<file path="config.mk">
export PLATFORM = sky130hd
export DESIGN_NAME = reset_sequencer
export DESIGN_NICKNAME = d
export VERILOG_FILES = /design/src/rtl/reset_sequencer.sv
export SDC_FILE = /design/constraint.sdc
export NUM_CORES = 1
export LEC_CHECK = 0
export ABC_CLOCK_PERIOD_IN_PS = 4600
export CAP_MARGIN = 20
export CORE_ASPECT_RATIO = 1.4
export CORE_MARGIN = 4
export CORE_UTILIZATION = 57
export CTS_BUF_LIST = sky130_fd_sc_hd__clkbuf_8
export CTS_CLUSTER_DIAMETER = 200
export DETAILED_ROUTE_END_ITERATION = 16
export HOLD_SLACK_MARGIN = 0.03
export PLACE_DENSITY = 0.84
export SYNTH_ARGS = -nofsm -noshare
export SYNTH_HDL_FRONTEND = slang
export SYNTH_SLANG_ARGS = --single-unit
</file>
<file path="constraint.sdc">
create_clock -name clk_i -period 4.6 [get_ports clk_i]
set_input_delay 0.46 -clock clk_i [delete_from_list [all_inputs] [get_ports clk_i]]
set_output_delay 0.46 -clock clk_i [all_outputs]
set_load 0.05 [all_outputs]
</file>
<file path="src/rtl/reset_sequencer.sv">
// Parametrised cold/warm reset sequencer: synchronises and debounces PLL lock and keys,
// then releases reset domains in ascending order. Optional watchdog: define RSTSEQ_WDT_EN.
module reset_sequencer #(
    parameter int NUM_KEYS        = 2,
    parameter int NUM_DOMAINS     = 3,
    parameter int WARM_FIRST      = 1,
    parameter int DEBOUNCE_CYCLES = 50000,
    parameter int STRETCH_CYCLES  = 255,
    parameter int WDT_CYCLES      = 1048576
) (
    input  logic                   clk_i,
    input  logic                   rst_i,
    input  logic                   pll_locked_i,
    input  logic [NUM_KEYS-1:0]    key_n_i,
    input  logic                   wdt_kick_i,
    output logic                   por_o,
    output logic [NUM_DOMAINS-1:0] rst_o,
    output logic                   busy_o,
    output logic [1:0]             cause_o,
    output logic                   wdt_flag_o
);

    localparam int DB_W  = $clog2(DEBOUNCE_CYCLES + 1);
    localparam int ST_W  = $clog2(STRETCH_CYCLES + 1);
    localparam int IDX_W = (NUM_DOMAINS > 1) ? $clog2(NUM_DOMAINS) : 1;

    localparam logic [DB_W-1:0]        DB_LAST   = DB_W'(DEBOUNCE_CYCLES - 1);
    localparam logic [ST_W-1:0]        ST_LAST   = ST_W'(STRETCH_CYCLES - 1);
    localparam logic [IDX_W-1:0]       IDX_LAST  = IDX_W'(NUM_DOMAINS - 1);
    localparam logic [IDX_W-1:0]       IDX_WARM  = IDX_W'(WARM_FIRST);
    localparam logic [NUM_DOMAINS-1:0] ALL_ONES  = {NUM_DOMAINS{1'b1}};
    localparam logic [NUM_DOMAINS-1:0] ZERO_D    = {NUM_DOMAINS{1'b0}};
    localparam logic [NUM_DOMAINS-1:0] WARM_MASK = ALL_ONES << WARM_FIRST;

    localparam logic [1:0] CAUSE_PWR  = 2'b00;
    localparam logic [1:0] CAUSE_COLD = 2'b01;
    localparam logic [1:0] CAUSE_WARM = 2'b10;

    if (WARM_FIRST < 0 || WARM_FIRST >= NUM_DOMAINS) begin : g_bad_warm_first
        $error("reset_sequencer: WARM_FIRST must lie in [0, NUM_DOMAINS)");
    end

    typedef enum logic [1:0] {
        COLD_HOLD = 2'd0,
        WARM_HOLD = 2'd1,
        STRETCH   = 2'd2,
        RUN       = 2'd3
    } state_t;

    logic                   lock_meta_r, lock_sync_r;
    logic [NUM_KEYS-1:0]    key_meta_r, key_sync_r, key_db_r;
    logic [DB_W-1:0]        db_cnt_r [NUM_KEYS];

    state_t                 state_r, state_s;
    logic                   seq_cold_r, seq_cold_s;
    logic [IDX_W-1:0]       cur_r, cur_s;
    logic [ST_W-1:0]        st_cnt_r, st_cnt_s;
    logic [NUM_DOMAINS-1:0] rst_r, rst_s;
    logic                   por_r, por_s;
    logic                   busy_r, busy_s;
    logic [1:0]             cause_r, cause_s;
    logic                   flag_r, flag_s;
    logic                   warm_any_s;

`ifdef RSTSEQ_WDT_EN
    localparam int WDT_W = $clog2(WDT_CYCLES + 1);
    localparam logic [WDT_W-1:0] WDT_LAST  = WDT_W'(WDT_CYCLES - 1);
    localparam logic [1:0]       CAUSE_WDT = 2'b11;
    logic [WDT_W-1:0] wdt_cnt_r, wdt_cnt_s;
`else
    logic [1:0] wdt_unused;
    assign wdt_unused = {wdt_kick_i, (WDT_CYCLES > 0)};
`endif

    // Two-flop synchronisers for the asynchronous lock and key inputs
    always_ff @(posedge clk_i) begin
        if (rst_i) begin
            lock_meta_r <= 1'b0;
            lock_sync_r <= 1'b0;
            key_meta_r  <= {NUM_KEYS{1'b1}};
            key_sync_r  <= {NUM_KEYS{1'b1}};
        end else begin
            lock_meta_r <= pll_locked_i;
            lock_sync_r <= lock_meta_r;
            key_meta_r  <= key_n_i;
            key_sync_r  <= key_meta_r;
        end
    end

    // Per-key debounce: level flips only after DEBOUNCE_CYCLES consecutive mismatching cycles
    always_ff @(posedge clk_i) begin
        if (rst_i) begin
            key_db_r <= {NUM_KEYS{1'b1}};
            for (int k = 0; k < NUM_KEYS; k++) db_cnt_r[k] <= {DB_W{1'b0}};
        end else begin
            for (int k = 0; k < NUM_KEYS; k++) begin
                if (key_sync_r[k] == key_db_r[k]) begin
                    db_cnt_r[k] <= {DB_W{1'b0}};
                end else if (db_cnt_r[k] == DB_LAST) begin
                    db_cnt_r[k] <= {DB_W{1'b0}};
                    key_db_r[k] <= key_sync_r[k];
                end else begin
                    db_cnt_r[k] <= db_cnt_r[k] + DB_W'(1);
                end
            end
        end
    end

    // Any debounced warm key (index 1 upward) currently pressed
    always_comb begin
        warm_any_s = 1'b0;
        for (int k = 1; k < NUM_KEYS; k++) warm_any_s = warm_any_s | ~key_db_r[k];
    end

    // Next-state and next-output logic; cold requests override everything else
    always_comb begin
        state_s    = state_r;
        seq_cold_s = seq_cold_r;
        cur_s      = cur_r;
        st_cnt_s   = {ST_W{1'b0}};
        rst_s      = rst_r;
        por_s      = por_r;
        cause_s    = cause_r;
        flag_s     = flag_r;
`ifdef RSTSEQ_WDT_EN
        wdt_cnt_s  = {WDT_W{1'b0}};
`endif
        if (!lock_sync_r || !key_db_r[0]) begin
            state_s    = COLD_HOLD;
            seq_cold_s = 1'b1;
            cur_s      = {IDX_W{1'b0}};
            rst_s      = ALL_ONES;
            por_s      = 1'b1;
            flag_s     = 1'b0;
            cause_s    = lock_sync_r ? CAUSE_COLD : CAUSE_PWR;
        end else begin
            case (state_r)
                COLD_HOLD: begin
                    state_s = STRETCH;
                    cur_s   = {IDX_W{1'b0}};
                end
                WARM_HOLD: begin
                    if (warm_any_s) begin
                        state_s = WARM_HOLD;
                    end else begin
                        state_s = STRETCH;
                        cur_s   = IDX_WARM;
                    end
                end
                STRETCH: begin
                    // Warm keys are ignored until a cold sequence reaches RUN
                    if (warm_any_s && !seq_cold_r) begin
                        state_s = WARM_HOLD;
                        rst_s   = rst_r | WARM_MASK;
                        por_s   = 1'b0;
                        cause_s = CAUSE_WARM;
                    end else if (st_cnt_r == ST_LAST) begin
                        rst_s[cur_r] = 1'b0;
                        if (cur_r == {IDX_W{1'b0}}) begin
                            por_s = 1'b0;
                        end else begin
                            por_s = por_r;
                        end
                        if (cur_r == IDX_LAST) begin
                            state_s    = RUN;
                            seq_cold_s = 1'b0;
                        end else begin
                            cur_s = cur_r + IDX_W'(1);
                        end
                    end else begin
                        st_cnt_s = st_cnt_r + ST_W'(1);
                    end
                end
                RUN: begin
                    if (warm_any_s) begin
                        state_s = WARM_HOLD;
                        rst_s   = rst_r | WARM_MASK;
                        por_s   = 1'b0;
                        cause_s = CAUSE_WARM;
                    end
`ifdef RSTSEQ_WDT_EN
                    else if (wdt_kick_i) begin
                        rst_s = ZERO_D;
                        por_s = 1'b0;
                    end else if (wdt_cnt_r == WDT_LAST) begin
                        state_s = WARM_HOLD;
                        rst_s   = rst_r | WARM_MASK;
                        por_s   = 1'b0;
                        cause_s = CAUSE_WDT;
                        flag_s  = 1'b1;
                    end else begin
                        wdt_cnt_s = wdt_cnt_r + WDT_W'(1);
                        rst_s     = ZERO_D;
                        por_s     = 1'b0;
                    end
`else
                    else begin
                        rst_s = ZERO_D;
                        por_s = 1'b0;
                    end
`endif
                end
                default: begin
                    state_s    = COLD_HOLD;
                    seq_cold_s = 1'b1;
                    rst_s      = ALL_ONES;
                    por_s      = 1'b1;
                end
            endcase
        end
        busy_s = |rst_s;
    end

    // State and registered outputs
    always_ff @(posedge clk_i) begin
        if (rst_i) begin
            state_r    <= COLD_HOLD;
            seq_cold_r <= 1'b1;
            cur_r      <= {IDX_W{1'b0}};
            st_cnt_r   <= {ST_W{1'b0}};
            rst_r      <= ALL_ONES;
            por_r      <= 1'b1;
            busy_r     <= 1'b1;
            cause_r    <= CAUSE_PWR;
            flag_r     <= 1'b0;
`ifdef RSTSEQ_WDT_EN
            wdt_cnt_r  <= {WDT_W{1'b0}};
`endif
        end else begin
            state_r    <= state_s;
            seq_cold_r <= seq_cold_s;
            cur_r      <= cur_s;
            st_cnt_r   <= st_cnt_s;
            rst_r      <= rst_s;
            por_r      <= por_s;
            busy_r     <= busy_s;
            cause_r    <= cause_s;
            flag_r     <= flag_s;
`ifdef RSTSEQ_WDT_EN
            wdt_cnt_r  <= wdt_cnt_s;
`endif
        end
    end

    assign por_o      = por_r;
    assign rst_o      = rst_r;
    assign busy_o     = busy_r;
    assign cause_o    = cause_r;
    assign wdt_flag_o = flag_r;

endmodule
</file>
==> flow_summary.toml, run 1 <==
[sta]
finalHoldViolCount = 0
timing.setup.tns_ns = 0
setup-violations-final = 0
final.min_clock_period_ns = 2.07
slew_headroom_pct = 61.6
skew_ns = 0.00492
worstMarginPinSlew_ns = 0.570
post-route-period-util_pct = 45.0
fmax_mhz = 483
maxSlewViolCount = 0
grt_setup_unrepaired = "no"
setup_slack_ns = 2.53

[route]
firstDrtPassIters = 4
drt-initial-drc-count = 205
wl_per_cell_um = 12.9
wl_um = 5480
drc_errors = 0
via_per_inst = 5.35
num_vias = 2268
drtAntennaViolNets = 0

[power]
total_power_w = 0.00115
peakVddDrop_v = 0.000229
cellPowerDensity_nw_per_um2 = 327
leakage_nw = 1.25

[placement]
portBuffers = 11
place_area_um2 = 3290
gp_congestion = 0.915
dp_hpwl_um = 3840
place_ws_ns = 2.26

[synthesis]
synthCells = 307
synth.avg_cell_area_um2 = 9.84
yosysWarnings = 0
synth-main-ff-cell = "edfxtp_1"
synth_edf_count = 32
netlist-cell-type-count = 42
synth_area_um2 = 3020
ys_seq_elements = 60
seq_area_frac_synth_pct = 50.4
synthArstFlopShare_pct = 0

[clock_network]
clock_latency_ns = 0.33
cts_sinks = 60
cts_tree = "yes"
cts_buffers = 9
clock_path_buffers = 2
ctsRootBufferMaster = "clkbuf_8"
cts_resized = 0
htreeDepth = 3
cts_setup_buffers = 0
hold_buffers = 0
clk_pin_slew_ns = 0.06

[floorplanning]
dieWidth_um = 69.5
num_io_pins = 14
fp.dieH_um = 94.1
dieArea_um2 = 6540
coreArea_um2 = 5160
start_util_pct = 58.5
rows = 31

[grt]
antenna_found_initial = 0
grt_pass1_vias = 2086
grt-ovfl-total = 0
grt_pass1_wl_um = 9180
grtUsageTotal_pct = 17.8
grt_start_max_net_pins = 17

[critical_path]
cp_data_arrival_time_ns = 2.14
max_stage_delay_ns = 0.46
critPathRequiredTime_ns = 4.67
r2r-start = "db_cnt_r[0][0]$_SDFFCE_PN0P_"
cpMaxStageDelayCell = "or3_4"
cp_cell_sequence = "ha_1 -> nand3_1 -> or3_4 -> o21ai_4 -> nor2_1"
rrSetupSlack_ns = 2.53
startpoint_type = "flop"
crit_buf_inv = 0
rr_worst_depth = 5
path_delay_family = "simple AND/OR/NAND/NOR gates"
path_class = "flop to flop"
cp.depth = 5
crit_path_end_kind = "flop"
critPathMaxFanout = 16
reg2reg_to = "db_cnt_r[0][3]$_SDFFCE_PN0P_"

[hold_path]
worstHoldPathCells = 1
hp-class = "flop to flop"
hold_path_end = "key_sync_r[1]$_SDFF_PP1_"
hold_start = "key_meta_r[1]$_SDFF_PP1_"

[finish]
drive_above_1_share_pct = 6.42
diodes = 0
layout_common_cells = "nor2_1 (50), conb_1 (33), edfxtp_1 (32)"
final_common_cell = "nor2_1"
stdcell_area_um2 = 3510
fin_nets = 370
area_growth_pct = 16.2
fill_cells = 403

[job]
drv_cap = 0

[status]
run_status = "complete, no violations"
==> cell families (layout without fill, tap and decap cells) <==
logic type	count (synthesis)	after routing	share of synthesized area, %
DFF	60	60	50.4
xor gates and xnor gates	35	35	10.1
other	2	33	0.249
AOI/OAI and AO/OA	29	29	6.96
buffers and inverters	23	43	3.19
and+or+nand+nor	147	147	24.5
adders and majority gates	11	11	4.56
==> cells in the mapped netlist, types with 5 or more instances <==
library cell | instances | area, um2
and3_1 | 6 | 37.5
a21oi_1 | 7 | 35.0
ha_1 | 11 | 138
nand3_1 | 20 | 100
edfxtp_1 | 32 | 961
nor3_1 | 7 | 35.0
nor2_1 | 50 | 188
nand2b_1 | 5 | 31.3
dfxtp_1 | 28 | 561
nand4_1 | 11 | 68.8
inv_1 | 16 | 60.1
nor4_1 | 10 | 62.6
or2_2 | 5 | 31.3
xor2_1 | 10 | 87.6
nor2b_1 | 5 | 31.3
nand2_1 | 16 | 60.1
xnor2_1 | 25 | 219
==> worst reg2reg max path, cell delays in order (launching register included) <==
cell and delay [ns]:
edfxtp_1 0.39, ha_1 0.20, nand3_1 0.29, or3_4 0.46, o21ai_4 0.37, nor2_1 0.10
==> state kept, by name, indices dropped and copies added, names as in the netlist, 2 cells and up <==
register / count
key_meta_r: 2
key_sync_r: 2
state_r: 2
db_cnt_r: 32
key_db_r: 2
rst_o: 3
st_cnt_r: 8
cur_r: 2
cause_o: 2
==> area by class of cell <==
class                   count  area, um2  share of cell area [%]
well taps                  66       82.6                    2.35
clock buffers              10        138                    3.92
repair buffers             11        110                    3.14
multi-input cells         255       1520                    43.3
inverters                  16       60.1                    1.71
flip-flops and latches     60       1520                    43.4
clock inverters             6       78.8                    2.25
==> where the power goes <==
group / total [W] / switching [W] / internal [W]
Combinational: 0.0000414 / 0.0000237 / 0.0000177
Clock: 0.000513 / 0.000198 / 0.000315
Sequential: 0.000594 / 0.0000150 / 0.000579
Total: 0.00115 / 0.000237 / 0.000911
==> per-layer routing <==
metal	up-vias	part of all wire, %	GRT usage, %
li1	1138	-	-
met1	1054	42	20.0
met2	65	51	30.3
met3	11	4.4	4.07
met4	0	2.5	11.4
met5	-	0	0
==> per-stage QoR <==
stage	instances	hold slack (ns)	utilization, %
global placement	408	0.394	63.8
detailed placement	408	0.392	63.8
floorplan	338	0.389	-
finish	424	0.403	68.0
CTS	424	0.406	68.0
global route	424	0.415	68.0
==> worst max path at each step <==
| stage | startpoint | to |
|---|---|---|
| after detailed placement | rst_i | st_cnt_r[7]$_SDFF_PP0_ |
| after global placement | rst_i | st_cnt_r[4]$_SDFF_PP0_ |
| after global routing | db_cnt_r[0][0]$_SDFFCE_PN0P_ | db_cnt_r[0][4]$_SDFFCE_PN0P_ |
| after CTS | db_cnt_r[0][0]$_SDFFCE_PN0P_ | db_cnt_r[0][3]$_SDFFCE_PN0P_ |
| final | db_cnt_r[0][0]$_SDFFCE_PN0P_ | db_cnt_r[0][3]$_SDFFCE_PN0P_ |
| after floorplan | db_cnt_r[0][13]$_SDFFCE_PN0P_ | db_cnt_r[0][4]$_SDFFCE_PN0P_ |
(Power assumes the default switching activity.)
==> inputs of run 2 (changes only) <==
- ABC_CLOCK_PERIOD_IN_PS: 4600 -> 1900
- CORE_UTILIZATION: 57 -> 56
- PLACE_DENSITY: 0.84 -> 0.86
- clock period: 4.6 -> 1.9 ns (I/O delays scaled with it)
==> flow_summary.toml, run 2 (synthesis gave the netlist of run 1 again) <==
[critical_path]
cp.depth = 5
rr_worst_depth = 5
crit_buf_inv = 1
critPathMaxFanout = 16
r2r-start = "db_cnt_r[0][13]$_SDFFCE_PN0P_"
crit_path_end = "db_cnt_r[0][2]$_SDFFCE_PN0P_"
cp_data_arrival_time_ns = 1.89
rrSetupSlack_ns = 0.09
path_delay_family = "simple AND/OR/NAND/NOR gates"
crit_start = "db_cnt_r[0][13]$_SDFFCE_PN0P_"
startpoint_type = "flop"
max_stage_delay_ns = 0.42
cpMaxStageDelayCell = "or3_4"
crit_path_end_kind = "flop"
critPathRequiredTime_ns = 1.98
cp_cell_sequence = "or3_1 -> or3_4 -> o21ai_4 -> buf_12 -> nor2_1"
path_class = "flop to flop"
reg2reg_to = "db_cnt_r[0][2]$_SDFFCE_PN0P_"

[route]
drc_errors = 0
drtAntennaViolNets = 0
wl_per_cell_um = 12.9
num_vias = 2340
via_per_inst = 5.32
drt-initial-drc-count = 220
wl_um = 5690
firstDrtPassIters = 4

[floorplanning]
dieArea_um2 = 6650
rows = 31
fp.dieH_um = 94.9
coreArea_um2 = 5200
dieWidth_um = 70.1
num_io_pins = 14
start_util_pct = 58.1

[clock_network]
clock_latency_ns = 0.34
cts_resized = 0
ctsRootBufferMaster = "clkbuf_8"
htreeDepth = 3
clock_path_buffers = 2
hold_buffers = 0
cts_tree = "yes"
cts_sinks = 60
cts_buffers = 9
cts_setup_buffers = 0
clk_pin_slew_ns = 0.07

[finish]
largest_reg_flops = 32
stdcell_area_um2 = 3580
final_common_cell = "nor2_1"
diodes = 0
layout_common_cells = "nor2_1 (50), conb_1 (33), edfxtp_1 (32)"
regArea_um2 = 1520
fill_cells = 402
final_cells = 440
drive_above_1_share_pct = 9.63
largest_register = "db_cnt_r"
fin_nets = 386
area_growth_pct = 18.5
multi_input_area_um2 = 1520

[grt]
grtUsageMet1_pct = 21.6
grt_busiest_layer = "met2"
grt_start_max_net_pins = 17
grt-ovfl-total = 0
use_met3_pct = 6.50
antenna_found_initial = 0
grt_pass1_wl_um = 9810
grtUsageTotal_pct = 18.7
grt_pass1_vias = 2270
met2_usage_pct = 31.1

[sta]
finalHoldViolCount = 0
maxSlewViolCount = 0
setup-violations-final = 0
fmax_mhz = 554
skew_ns = 0.00854
timing.setup.tns_ns = 0
worstMarginPinSlew_ns = 0.508
grt_setup_unrepaired = "no"
slew_headroom_pct = 66.0
post-route-period-util_pct = 95.0
final.min_clock_period_ns = 1.81

[job]
drv_cap = 0

[hold_path]
hp-class = "flop to flop"

[placement]
dp_hpwl_um = 4150
dp_cells = 424
place_area_um2 = 3430
gp_congestion = 0.909
portBuffers = 11

[power]
peakVddDrop_v = 0.000456
leakage_nw = 1.31
total_power_w = 0.00247
cellPowerDensity_nw_per_um2 = 690

[status]
run_status = "complete, no violations"
-- run 2: cell types whose count changed in the layout (fill, tap and decap cells not counted), sizes merged --
| cell | change |
|---|---|
| buf | +16 |
| bufinv | -2 |
| clkbuf | -1 |
| inv | +3 |
-- run 2: area by class of cell --
class | instances | area share, %
Clock buffer | 9 | 3.46
Clock inverter | 7 | 0.839
Inverter | 16 | 1.68
Multi-Input combinational cell | 255 | 42.4
Sequential cell | 60 | 42.5
Tap cell | 66 | 2.31
Timing Repair Buffer | 27 | 6.78
-- run 2: power breakdown --
group / internal [W] / switching, W
sequential: 0.00140 / 0.0000337
combinational: 0.0000570 / 0.0000643
clock: 0.000446 / 0.000467
-- run 2: stage by stage --
step | setup WS (ns) | util [%] | hold WS (ns)
final | 0.0941 | 68.9 | 0.416
after detailed placement | 0.0989 | 65.9 | 0.403
after CTS | 0.0856 | 68.9 | 0.407
after global routing | 0.0205 | 68.9 | 0.406
after global placement | 0.138 | 65.9 | 0.392
after floorplan | 0.0705 | - | 0.294
-- run 2: metal layers --
metal	share of wire [%]	wire length (um)
met1	42	2420
met2	51	2890
met3	4.6	259
met4	2.2	127
met5	0	0
-- run 2: worst min path at each step --
stage / startpoint / to / slack, ns / cells past startpoint
6_report: key_meta_r[0]$_SDFF_PP1_ / key_sync_r[0]$_SDFF_PP1_ / 0.42 / 1
5_1_grt: key_n_i[0] / key_meta_r[0]$_SDFF_PP1_ / 0.41 / 2
3_5_place_dp: key_meta_r[1]$_SDFF_PP1_ / key_sync_r[1]$_SDFF_PP1_ / 0.40 / 1
3_3_place_gp: key_meta_r[0]$_SDFF_PP1_ / key_sync_r[0]$_SDFF_PP1_ / 0.39 / 1
2_1_floorplan: key_n_i[0] / key_meta_r[0]$_SDFF_PP1_ / 0.29 / 1
4_1_cts: key_n_i[0] / key_meta_r[0]$_SDFF_PP1_ / 0.41 / 2
